## src/rtl/sprite_pixel_fetch.sv

```systemverilog
// Sprite pixel fetch: issues sprite ROM word reads, using a one-word cache so that adjacent
// pixels in the same word need only one read, and emits palette indices at a fixed latency.
module sprite_pixel_fetch #(
  parameter int unsigned MEM_LATENCY     = 2,
  parameter logic [3:0]  TRANSPARENT_IDX = 4'h0
) (
  input  logic        Clk,
  input  logic        Reset,
  input  logic        pixel_valid,
  input  logic [20:0] spriteAddress,
  input  logic [9:0]  DrawX,
  input  logic [9:0]  DrawY,
  output logic [18:0] mem_addr,
  output logic        mem_rd,
  input  logic [15:0] mem_data,
  output logic        pix_valid,
  output logic [3:0]  pix_index,
  output logic        pix_opaque,
  output logic [9:0]  pix_x,
  output logic [9:0]  pix_y
);

  typedef struct packed {
    logic       valid;
    logic       miss;
    logic [1:0] sel;
    logic [9:0] x;
    logic [9:0] y;
  } entry_t;

  logic [18:0] word;
  logic [1:0]  sel;
  logic        hit;
  logic        issue;

  logic        tag_valid_q;
  logic [18:0] tag_q;
  logic [18:0] addr_q;
  logic [15:0] word_q;
  entry_t      dl_q [MEM_LATENCY];
  entry_t      new_entry;
  entry_t      tail;

  logic [15:0] sel_word;
  logic [3:0]  nib;

  logic        pix_valid_q;
  logic [3:0]  pix_index_q;
  logic        pix_opaque_q;
  logic [9:0]  pix_x_q;
  logic [9:0]  pix_y_q;

  assign word  = spriteAddress[20:2];
  assign sel   = spriteAddress[1:0];
  assign hit   = tag_valid_q && (word == tag_q);
  assign issue = pixel_valid && !hit && !Reset;

  assign mem_rd   = issue;
  assign mem_addr = Reset ? '0 : (issue ? word : addr_q);

  assign tail = dl_q[MEM_LATENCY-1];

  always_comb begin
    new_entry       = '0;
    new_entry.valid = pixel_valid;
    new_entry.miss  = issue;
    new_entry.sel   = sel;
    new_entry.x     = DrawX;
    new_entry.y     = DrawY;
  end

  // Reads return in order, so a hit entry always finds its word already in word_q.
  always_comb begin
    sel_word = tail.miss ? mem_data : word_q;
    unique case (tail.sel)
      2'd0:    nib = sel_word[3:0];
      2'd1:    nib = sel_word[7:4];
      2'd2:    nib = sel_word[11:8];
      default: nib = sel_word[15:12];
    endcase
  end

  always_ff @(posedge Clk) begin
    if (Reset) begin
      tag_valid_q  <= 1'b0;
      tag_q        <= '0;
      addr_q       <= '0;
      word_q       <= '0;
      for (int i = 0; i < int'(MEM_LATENCY); i++) dl_q[i] <= '0;
      pix_valid_q  <= 1'b0;
      pix_index_q  <= '0;
      pix_opaque_q <= 1'b0;
      pix_x_q      <= '0;
      pix_y_q      <= '0;
    end else begin
      if (issue) begin
        tag_q       <= word;
        tag_valid_q <= 1'b1;
        addr_q      <= word;
      end
      dl_q[0] <= new_entry;
      for (int i = 1; i < int'(MEM_LATENCY); i++) dl_q[i] <= dl_q[i-1];
      if (tail.valid && tail.miss) word_q <= mem_data;
      pix_valid_q  <= tail.valid;
      pix_index_q  <= tail.valid ? nib : 4'h0;
      pix_opaque_q <= tail.valid && (nib != TRANSPARENT_IDX);
      pix_x_q      <= tail.valid ? tail.x : 10'd0;
      pix_y_q      <= tail.valid ? tail.y : 10'd0;
    end
  end

  assign pix_valid  = pix_valid_q;
  assign pix_index  = pix_index_q;
  assign pix_opaque = pix_opaque_q;
  assign pix_x      = pix_x_q;
  assign pix_y      = pix_y_q;

endmodule

```

## config.mk

```make
export PLATFORM = sky130hd
export DESIGN_NAME = sprite_pixel_fetch
export DESIGN_NICKNAME = d
export VERILOG_FILES = /design/src/rtl/sprite_pixel_fetch.sv
export SDC_FILE = /design/constraint.sdc
export NUM_CORES = 1
export LEC_CHECK = 0
export BUFFER_PORTS_ARGS = -buffer_cell sky130_fd_sc_hd__buf_4
export CAP_MARGIN = 40
export CELL_PAD_IN_SITES_DETAIL_PLACEMENT = 1
export CELL_PAD_IN_SITES_GLOBAL_PLACEMENT = 1
export CORE_ASPECT_RATIO = 1.1
export CORE_MARGIN = 2
export CORE_UTILIZATION = 41
export DETAILED_ROUTE_END_ITERATION = 10
export GPL_ROUTABILITY_DRIVEN = 0
export PLACE_DENSITY_LB_ADDON = 0.1
export SETUP_SLACK_MARGIN = 0.3
export SYNTH_ARGS = -nofsm -noshare
export SYNTH_HDL_FRONTEND = slang
export SYNTH_SLANG_ARGS = --single-unit
```

## constraint.sdc

```tcl
create_clock -name Clk -period 2.1 [get_ports Clk]
set_input_delay 0.315 -clock Clk [delete_from_list [all_inputs] [get_ports Clk]]
set_output_delay 0.315 -clock Clk [all_outputs]
set_load 0.005 [all_outputs]
```

==> run_results.csv, run 1 <==
group,metric,value,unit
outcome,status,"finished with violations",
outcome,violations,"setup timing",
worst_setup_path,cp_max_fo,22,
floorplanning,ios,106,
clocking,postCtsHoldBufs,0,
cells_and_area,final_nets,684,
place,dpl.cell_count,758,
floorplanning,start_util,0.4214,
detailed_routing,drc,0,
cells_and_area,area_growth_syn_to_layout,38.22,%
floorplanning,die_y,120.6,um
cells_and_area,final_cells,791,
synth,ys_top_cells_by_area,"dfxtp_1, o2111ai_1, nor2b_1",
detailed_routing,via_per_inst,5.611,
detailed_routing,finalWirelength,14880,um
synth,synth_warnings,0,
sta,setup_viol,20,
pwr,ir_worst_vdd,0.6008,mV
sta,rsz0062_at_grt,"true",
cells_and_area,fin_util,0.5825,
clocking,clockBufferDepth,2,
min_path,hold_class,"input port to flop",
grt,grt_max_degree,65,
cells_and_area,drive_gt1_frac,0.3579,
grt,grt_pass1_wl,23870,um
cells_and_area,fill_cells,1309,
worst_setup_path,crit_type,"flop to output port",
synth,ys_seq_area_frac,0.5093,
worst_setup_path,cp.required,1780,ps
pwr,finalPower,0.006145,W
place,port_buffers,105,
clocking,cts_sinks,129,
pwr,power_leakage,2.725,nW
sta,fin_crit_sh,1.156,
synth,synth_nets,580,
detailed_routing,wl_per_cell,18.82,um
floorplanning,fp-row-count,42,
synth,synth_edf_count,0,
clocking,cts_root_buffer,"clkbuf_16",
grt,overflow,0,
synth,ys_ff_latch,129,
synth,yosys.area_share.simple,0.2376,
synth,async_flop_share,0,
clocking,cts_buffers,17,
synth,synth_compound_area_frac,0.1335,
synth,synth_top_cells_by_count,"dfxtp_1, nand2_1, nor2b_1, nand4_1",
clocking,tritoncts,"yes",
detailed_routing,num_vias,4438,
sta,timing.setup.tns,-5647,ps
sta,max_freq,0.4120,GHz
place,dpl_worst_slack,-152.5,ps
synth,synth_top_family_by_area,"simple AND/OR/NAND/NOR gates",
synth,post-synth-top-count-cell,"dfxtp_1",
floorplanning,die_area,13280,um^2
synth,synthXorXnorAreaFrac,0.03282,
synth,syn_area,5071,um^2
floorplanning,die_width,110.0,um
sta,final.setup.worst_slack,-327.4,ps
detailed_routing,firstDrtPassIters,4,
floorplanning,coreArea,12030,um^2
detailed_routing,ant_nets,0,
clocking,h-tree-depth,4,
place,dp_hpwl,9559,um
clocking,path_clk_slew,60,ps
synth,yosys.area_share.adder,0,
flow_run,maxCapViolCount,0,
clocking,clock_latency,420,ps
synth,ys.flop_type,"dfxtp_1",
sta,tightest_slew,660.2,ps
sta,relSlewSlack,0.5599,
sta,hold_viol_final,0,
sta,maxSlewViolCount,0,
pwr,p_per_area,876.6,nW/um^2
synth,yosysTopAreaCellShare,0.5093,
synth,synthMuxAreaShare,0.04342,
worst_setup_path,start_kind,"flop",
synth,synth.distinct_cells,24,
synth,avgSynthCellArea,9.752,um^2
synth,synth_top_area_cell,"dfxtp_1",
detailed_routing,drtIter0Drc,230,
cells_and_area,diodes,0,
synth,synth_cells,520,
grt,grt_usage,0.2353,
worst_setup_path,critPathArrivalTime,2110,ps
grt,grt_antenna_before_repair,0,
worst_setup_path,crit_path_end_kind,"output port",
grt,grt_pass1_vias,4711,
sta,min_period,2427,ps
sta,fin_skew,9.782,ps
-- what timing repair did --
action / in CTS / in global routing
cloned: 0 / 0
endpoints found under the setup margin: 24 / 27
resized for setup: 47 / 18
setup buffers: 1 / 0
pin swaps: 5 / 3
-- through the flow --
step	cell area [um^2]	hold WS (ps)
5_1_grt	7009	102.3
3_5_place_dp	6127	414.5
2_1_floorplan	5071	405.7
3_3_place_gp	6120	408.0
6_report	7009	109.4
4_1_cts	6935	86.24
-- worst paths after layout --
| path | start | endpoint | slack (ps) | cells past startpoint |
|---|---|---|---|---|
| max | tag_q[14]$_SDFFE_PP0N_ | mem_rd | -330 | 6 |
| max reg2reg | tag_q[14]$_SDFFE_PP0N_ | tag_q[11]$_SDFFE_PP0N_ | 400 | 6 |
| min | DrawY[7] | dl_q[0][7]$_SDFF_PP0_ | 110 | 2 |
| min reg2reg | dl_q[0][35]$_SDFF_PP0_ | pix_x[1]$_SDFF_PP0_ | 420 | 1 |
-- registers in the layout, indices dropped and copies added, names as in the netlist, 4 cells and up --
signal / flops
dl_q: 48
addr_q: 19
tag_q: 19
word_q: 16
pix_x: 10
pix_y: 10
pix_index: 4
-- logic make-up (layout without fill, tap and decap cells) --
group | after synthesis | after routing
simple gates | 212 | 212
flops | 129 | 129
compound gates | 95 | 95
buf+inv | 53 | 170
xor+xnor | 19 | 19
mux | 12 | 12
-- layout by cell type (no fill, tap or decap), types with 2 or more instances in the layout --
cell	Yosys	final
buf_4	0	129
dfxtp_1	129	117
nand2_1	53	53
nor2b_1	47	47
nand4_1	43	43
o2111ai_1	38	27
and2_1	21	21
and3_1	19	19
nand3b_1	19	19
clkbuf_16	0	17
a21oi_1	16	16
o31ai_2	0	15
o21ai_0	19	12
dfxtp_2	0	12
xnor2_1	19	10
o2111ai_2	0	10
xnor2_2	0	9
mux4_2	8	8
o21ai_1	0	7
nor2_1	7	7
clkinv_4	0	5
buf_12	0	5
mux2i_1	4	4
inv_6	0	4
o31ai_4	0	3
o31a_1	2	2
clkinvlp_4	0	2
clkbuf_8	0	2
buf_6	1	2
-- routing by layer --
metal	part of all wire	up-vias	wire (um)	global-route usage
met4	0.015	0	225	0.1028
met1	0.41	2198	6044	0.2715
met3	0.040	20	598	0.05175
met2	0.54	113	8016	0.4107
met5	0	-	0	0
li1	-	2107	-	-
-- layout make-up --
class                      count  area [um^2]  share of cell area
clock inverter                13        128.9             0.01839
multi-input combinational    338         2539              0.3622
sequential                   129         2597              0.3706
tap                          154        192.7             0.02749
timing repair buffer         136         1091              0.1557
inverter                       2        7.507            0.001071
clock buffer                  19        452.9             0.06462
-- report_power, final --
part / leakage [nW] / switching [W] / internal (W)
Sequential: 1.06 / 0.0000752 / 0.00257
Clock: 0.281 / 0.00114 / 0.00171
Combinational: 1.38 / 0.000328 / 0.000321
Total: 2.72 / 0.00154 / 0.00460
-- worst max-delay path, stage by stage (launching register included) --
cell,delay [ps]
dfxtp_2,370
xnor2_2,120
nand4_1,140
or3_4,440
buf_12,180
o31a_1,300
buf_4,140
Power figures use the tool's default switching activity.
==> run 2, diff against run 1 <==
MAX_ROUTING_LAYER = met4   (was unset)
==> run_results.csv, run 2 (synthesis gave the netlist of run 1 again) <==
group,metric,value,unit
grt,overflow,0,
cells_and_area,drive_gt1_frac,0.3595,
pwr,finalPower,0.006152,W
sta,whs,108.1,ps
worst_setup_path,cp.required,1780,ps
clocking,postCtsHoldBufs,0,
cells_and_area,final_nets,684,
outcome,status,"finished with violations",
floorplanning,die_area,13280,um^2
sta,rsz0062_at_grt,"true",
worst_setup_path,start_kind,"flop",
clocking,clockBufferDepth,2,
sta,fin_skew,9.608,ps
detailed_routing,drc,0,
sta,min_period,2426,ps
sta,final.setup.worst_slack,-326.1,ps
cells_and_area,fill_cells,1307,
grt,grt_max_degree,65,
place,dp_hpwl,9559,um
detailed_routing,via_per_inst,5.632,
clocking,clock_latency,420,ps
worst_setup_path,critical_path.cell_chain,"xnor2_2, nand4_1, or3_4, buf_12, o31a_1, buf_4",
clocking,tritoncts,"yes",
sta,relSlewSlack,0.5634,
clocking,cts_sinks,129,
cells_and_area,reg_top3,"dl_q x48, addr_q x19, tag_q x19",
worst_setup_path,cp_max_fo,22,
sta,maxSlewViolCount,0,
detailed_routing,ant_nets,0,
sta,max_freq,0.4122,GHz
sta,setup_viol,20,
cells_and_area,largest_reg_flops,48,
detailed_routing,wl_per_cell,18.90,um
sta,tightest_slew,654.9,ps
worst_setup_path,max_stage_delay,440,ps
sta,hold_viol_final,0,
grt,grt_pass1_vias,4698,
place,dpl_worst_slack,-152.5,ps
place,place_area,6127,um^2
worst_setup_path,r2r_cells,6,
cells_and_area,layout_common_cells,"buf_4, dfxtp_1, nand2_1",
floorplanning,die_width,110.0,um
pwr,ir_worst_vdd,0.6004,mV
grt,grt_antenna_before_repair,0,
worst_setup_path,crit_path_end_kind,"output port",
floorplanning,fp-row-count,42,
cells_and_area,layout_commonest_cell,"buf_4",
cells_and_area,multi_input_area,2540,um^2
floorplanning,coreArea,12030,um^2
flow_run,maxCapViolCount,0,
pwr,power_leakage,2.725,nW
worst_setup_path,crit_type,"flop to output port",
clocking,cts_buffers,17,
clocking,path_clk_slew,60,ps
pwr,p_per_area,877.1,nW/um^2
detailed_routing,drtIter0Drc,223,
grt,grt_pass1_wl,23870,um
outcome,violations,"setup timing",
floorplanning,start_util,0.4214,
cells_and_area,final_area,7014,um^2
min_path,hold_class,"input port to flop",
place,port_buffers,105,
worst_setup_path,critPathSlowestCell,"or3_4",
worst_setup_path,cp_top_family,"simple AND/OR/NAND/NOR gates",
detailed_routing,num_vias,4455,
clocking,h-tree-depth,4,
detailed_routing,finalWirelength,14950,um
cells_and_area,diodes,0,
detailed_routing,firstDrtPassIters,4,
cells_and_area,area_growth_syn_to_layout,38.32,%
clocking,cts_root_buffer,"clkbuf_16",
min_path,min_delay_path_depth,2,
worst_setup_path,critPathBufInv,2,
floorplanning,die_y,120.6,um
cells_and_area,top_register,"dl_q",
floorplanning,ios,106,
worst_setup_path,crit_cells,6,
sta,fin_crit_sh,1.155,
grt,grt_usage,0.2420,
worst_setup_path,critPathArrivalTime,2110,ps
cells_and_area,regArea,2597,um^2
[run 2: layout make-up]
type                       instances  share of cell area
clock inverter                    13             0.01837
sequential                       129              0.3703
multi-input combinational        338              0.3621
tap                              154             0.02747
clock buffer                      19             0.06457
timing repair buffer             136              0.1561
inverter                           2            0.001070
[run 2: routing by layer]
layer | GRT usage | vias to the layer above | wire length (um)
li1 | - | 2101 | -
met1 | 0.2705 | 2212 | 6066
met2 | 0.4122 | 116 | 7917
met3 | 0.05229 | 26 | 635
met4 | 0.1028 | 0 | 331
met5 | - | - | 0
[run 2: what timing repair did]
| item | 4_1_cts | 5_1_grt |
|---|---|---|
| gates cloned | 0 | 0 |
| pin swaps | 5 | 3 |
| gates resized for setup | 47 | 20 |
| buffers inserted | 1 | 0 |
| setup endpoints to repair | 24 | 27 |
[run 2: where the power goes]
| group | switching [W] | leakage, nW | internal [W] | total, W |
|---|---|---|---|---|
| clock network | 0.00114 | 0.281 | 0.00171 | 0.00285 |
| registers | 0.0000760 | 1.06 | 0.00257 | 0.00265 |
| logic | 0.000328 | 1.38 | 0.000323 | 0.000651 |
| total | 0.00155 | 2.73 | 0.00461 | 0.00615 |
[run 2: worst register-to-register path, delay by kind of cell (launching register included)]
family / cells / cell delay [ps]
xor gates and xnor gates: 1 / 130
and+or+nand+nor: 2 / 580
buffers and inverters: 2 / 350
AOI/OAI and AO/OA: 1 / 200
DFF: 1 / 370
[run 2: worst paths after layout]
path,from,endpoint,slack (ps)
max reg2reg,tag_q[14]$_SDFFE_PP0N_,tag_q[11]$_SDFFE_PP0N_,400
min reg2reg,dl_q[0][35]$_SDFF_PP0_,pix_x[1]$_SDFF_PP0_,420
min,DrawY[7],dl_q[0][7]$_SDFF_PP0_,110
max,tag_q[14]$_SDFFE_PP0N_,mem_rd,-330
[run 2: stage by stage]
stage	std cells	util	setup TNS, ps
2_1_floorplan	520	-	0
3_3_place_gp	757	0.5085	-1788
3_5_place_dp	758	0.5092	-2107
4_1_cts	791	0.5763	-6426
5_1_grt	791	0.5829	-7658
6_report	791	0.5829	-5620
==> run 3, diff against run 2 <==
ABC_CLOCK_PERIOD_IN_PS = 2100   (was unset)
PLACE_DENSITY = 0.79   (was unset)
PLACE_DENSITY_LB_ADDON = unset   (was 0.1)
SLEW_MARGIN = 20   (was unset)
==> run_results.csv, run 3 (synthesis gave the netlist of run 1 again) <==
group,metric,value,unit
clocking,clockBufferDepth,2,
clocking,cts_sinks,129,
worst_setup_path,start_kind,"flop",
clocking,tritoncts,"yes",
detailed_routing,finalWirelength,15140,um
place,place_area,6105,um^2
floorplanning,coreArea,12030,um^2
cells_and_area,final_nets,681,
place,dpl_worst_slack,-166.0,ps
cells_and_area,drive_gt1_frac,0.3612,
pwr,ir_worst_vdd,0.5158,mV
sta,fin_crit_sh,1.179,
detailed_routing,drtIter0Drc,164,
grt,grt_pass1_vias,4696,
floorplanning,start_util,0.4214,
cells_and_area,final_area,7063,um^2
grt,grt_pass1_wl,23330,um
grt,overflow,0,
clocking,h-tree-depth,4,
outcome,violations,"setup timing",
floorplanning,die_y,120.6,um
clocking,cts_buffers,17,
clocking,path_clk_slew,60,ps
sta,min_period,2477,ps
worst_setup_path,cp_max_fo,19,
detailed_routing,ant_nets,0,
cells_and_area,reg_top3,"dl_q x48, addr_q x19, tag_q x19",
place,dpl.cell_count,755,
cells_and_area,layout_commonest_cell,"dfxtp_1",
grt,grt_antenna_before_repair,0,
flow_run,maxCapViolCount,0,
detailed_routing,firstDrtPassIters,4,
sta,rsz0062_at_grt,"true",
sta,final.setup.worst_slack,-376.7,ps
cells_and_area,final_cells,788,
clocking,clock_latency,420,ps
cells_and_area,largest_reg_flops,48,
detailed_routing,wl_per_cell,19.21,um
worst_setup_path,crit_path_end_kind,"output port",
worst_setup_path,critPathArrivalTime,2160,ps
clocking,cts_root_buffer,"clkbuf_16",
detailed_routing,via_per_inst,5.699,
place,port_buffers,105,
sta,hold_viol_final,0,
sta,setup_viol,20,
cells_and_area,top_register,"dl_q",
min_path,hold_class,"input port to flop",
detailed_routing,drc,0,
floorplanning,die_area,13280,um^2
worst_setup_path,crit_type,"flop to output port",
sta,maxSlewViolCount,0,
floorplanning,ios,106,
floorplanning,fp-row-count,42,
place,dp_hpwl,9431,um
sta,fin_skew,6.914,ps
pwr,power_leakage,2.712,nW
sta,max_freq,0.4038,GHz
detailed_routing,num_vias,4491,
sta,relSlewSlack,0.5618,
cells_and_area,layout_common_cells,"dfxtp_1, buf_4, nand2_1",
grt,grt_max_degree,65,
worst_setup_path,cp.required,1780,ps
sta,tightest_slew,657.3,ps
cells_and_area,fill_cells,1316,
floorplanning,die_width,110.0,um
grt,grt_usage,0.2370,
cells_and_area,diodes,0,
pwr,p_per_area,868.2,nW/um^2
outcome,status,"finished with violations",
cells_and_area,area_growth_syn_to_layout,39.28,%
[run 3: cell count changes in the layout (fill, tap and decap cells not counted), sizes merged]
cell      change
buf           -3
clkinvlp      +2
clkbuf        -1
clkinv        -1
[run 3: path summary, 6_finish.rpt]
path | from | cells past startpoint | slack (ps) | end
worst max-delay path | tag_q[2]$_SDFFE_PP0N_ | 6 | -380 | mem_addr[1]
worst min-delay path | DrawX[4] | 2 | 100 | dl_q[0][14]$_SDFF_PP0_
worst max register to register | tag_q[2]$_SDFFE_PP0N_ | 7 | 40 | dl_q[0][22]$_SDFF_PP0_
worst min register to register | dl_q[0][39]$_SDFF_PP0_ | 1 | 420 | pix_x[5]$_SDFF_PP0_
[run 3: report_power, final]
part	total, W	internal [W]	switching [W]
Combinational	0.000665	0.000326	0.000339
Clock	0.00282	0.00167	0.00115
Sequential	0.00265	0.00257	0.0000758
Total	0.00613	0.00457	0.00157
[run 3: final cells by class]
cell class,count,area (um^2),share of cell area
flip-flops and latches,129,2591,0.3669
clock inverters,14,131.4,0.01860
repair buffers,133,1096,0.1552
well taps,154,192.7,0.02728
clock buffers,18,439.2,0.06218
multi-input cells,338,2605,0.3688
inverters,2,7.507,0.001063
[run 3: routing by layer]
metal	GRT usage	vias to the layer above	routed length, um
met5	-	-	0
met4	0.09494	0	397
met3	0.05175	32	784
met2	0.4153	161	7937
met1	0.2569	2204	6021
li1	-	2094	-
[run 3: repair_timing]
action / CTS / global route
buffers inserted: 1 / 0
setup endpoints to repair: 27 / 37
gates resized for setup: 44 / 46
hold buffers: 0 / 0
pin swaps: 3 / 3
[run 3: metrics by stage]
step	setup TNS [ps]	total power, W	utilization	hold WS [ps]
2_1_floorplan	0	0.002973	-	405.7
3_3_place_gp	-1227	0.003243	0.5073	407.5
3_5_place_dp	-2551	0.003269	0.5073	412.8
4_1_cts	-6393	0.006129	0.5729	88.47
5_1_grt	-8154	0.006362	0.5869	96.23
6_report	-6806	0.006132	0.5869	100.2
[run 3: critical path, stage by stage (launching register included)]
cell	delay [ps]
dfxtp_2	340
xnor2_2	190
nand4_1	190
buf_4	290
o31ai_2	380
o2111ai_4	180
buf_6	160
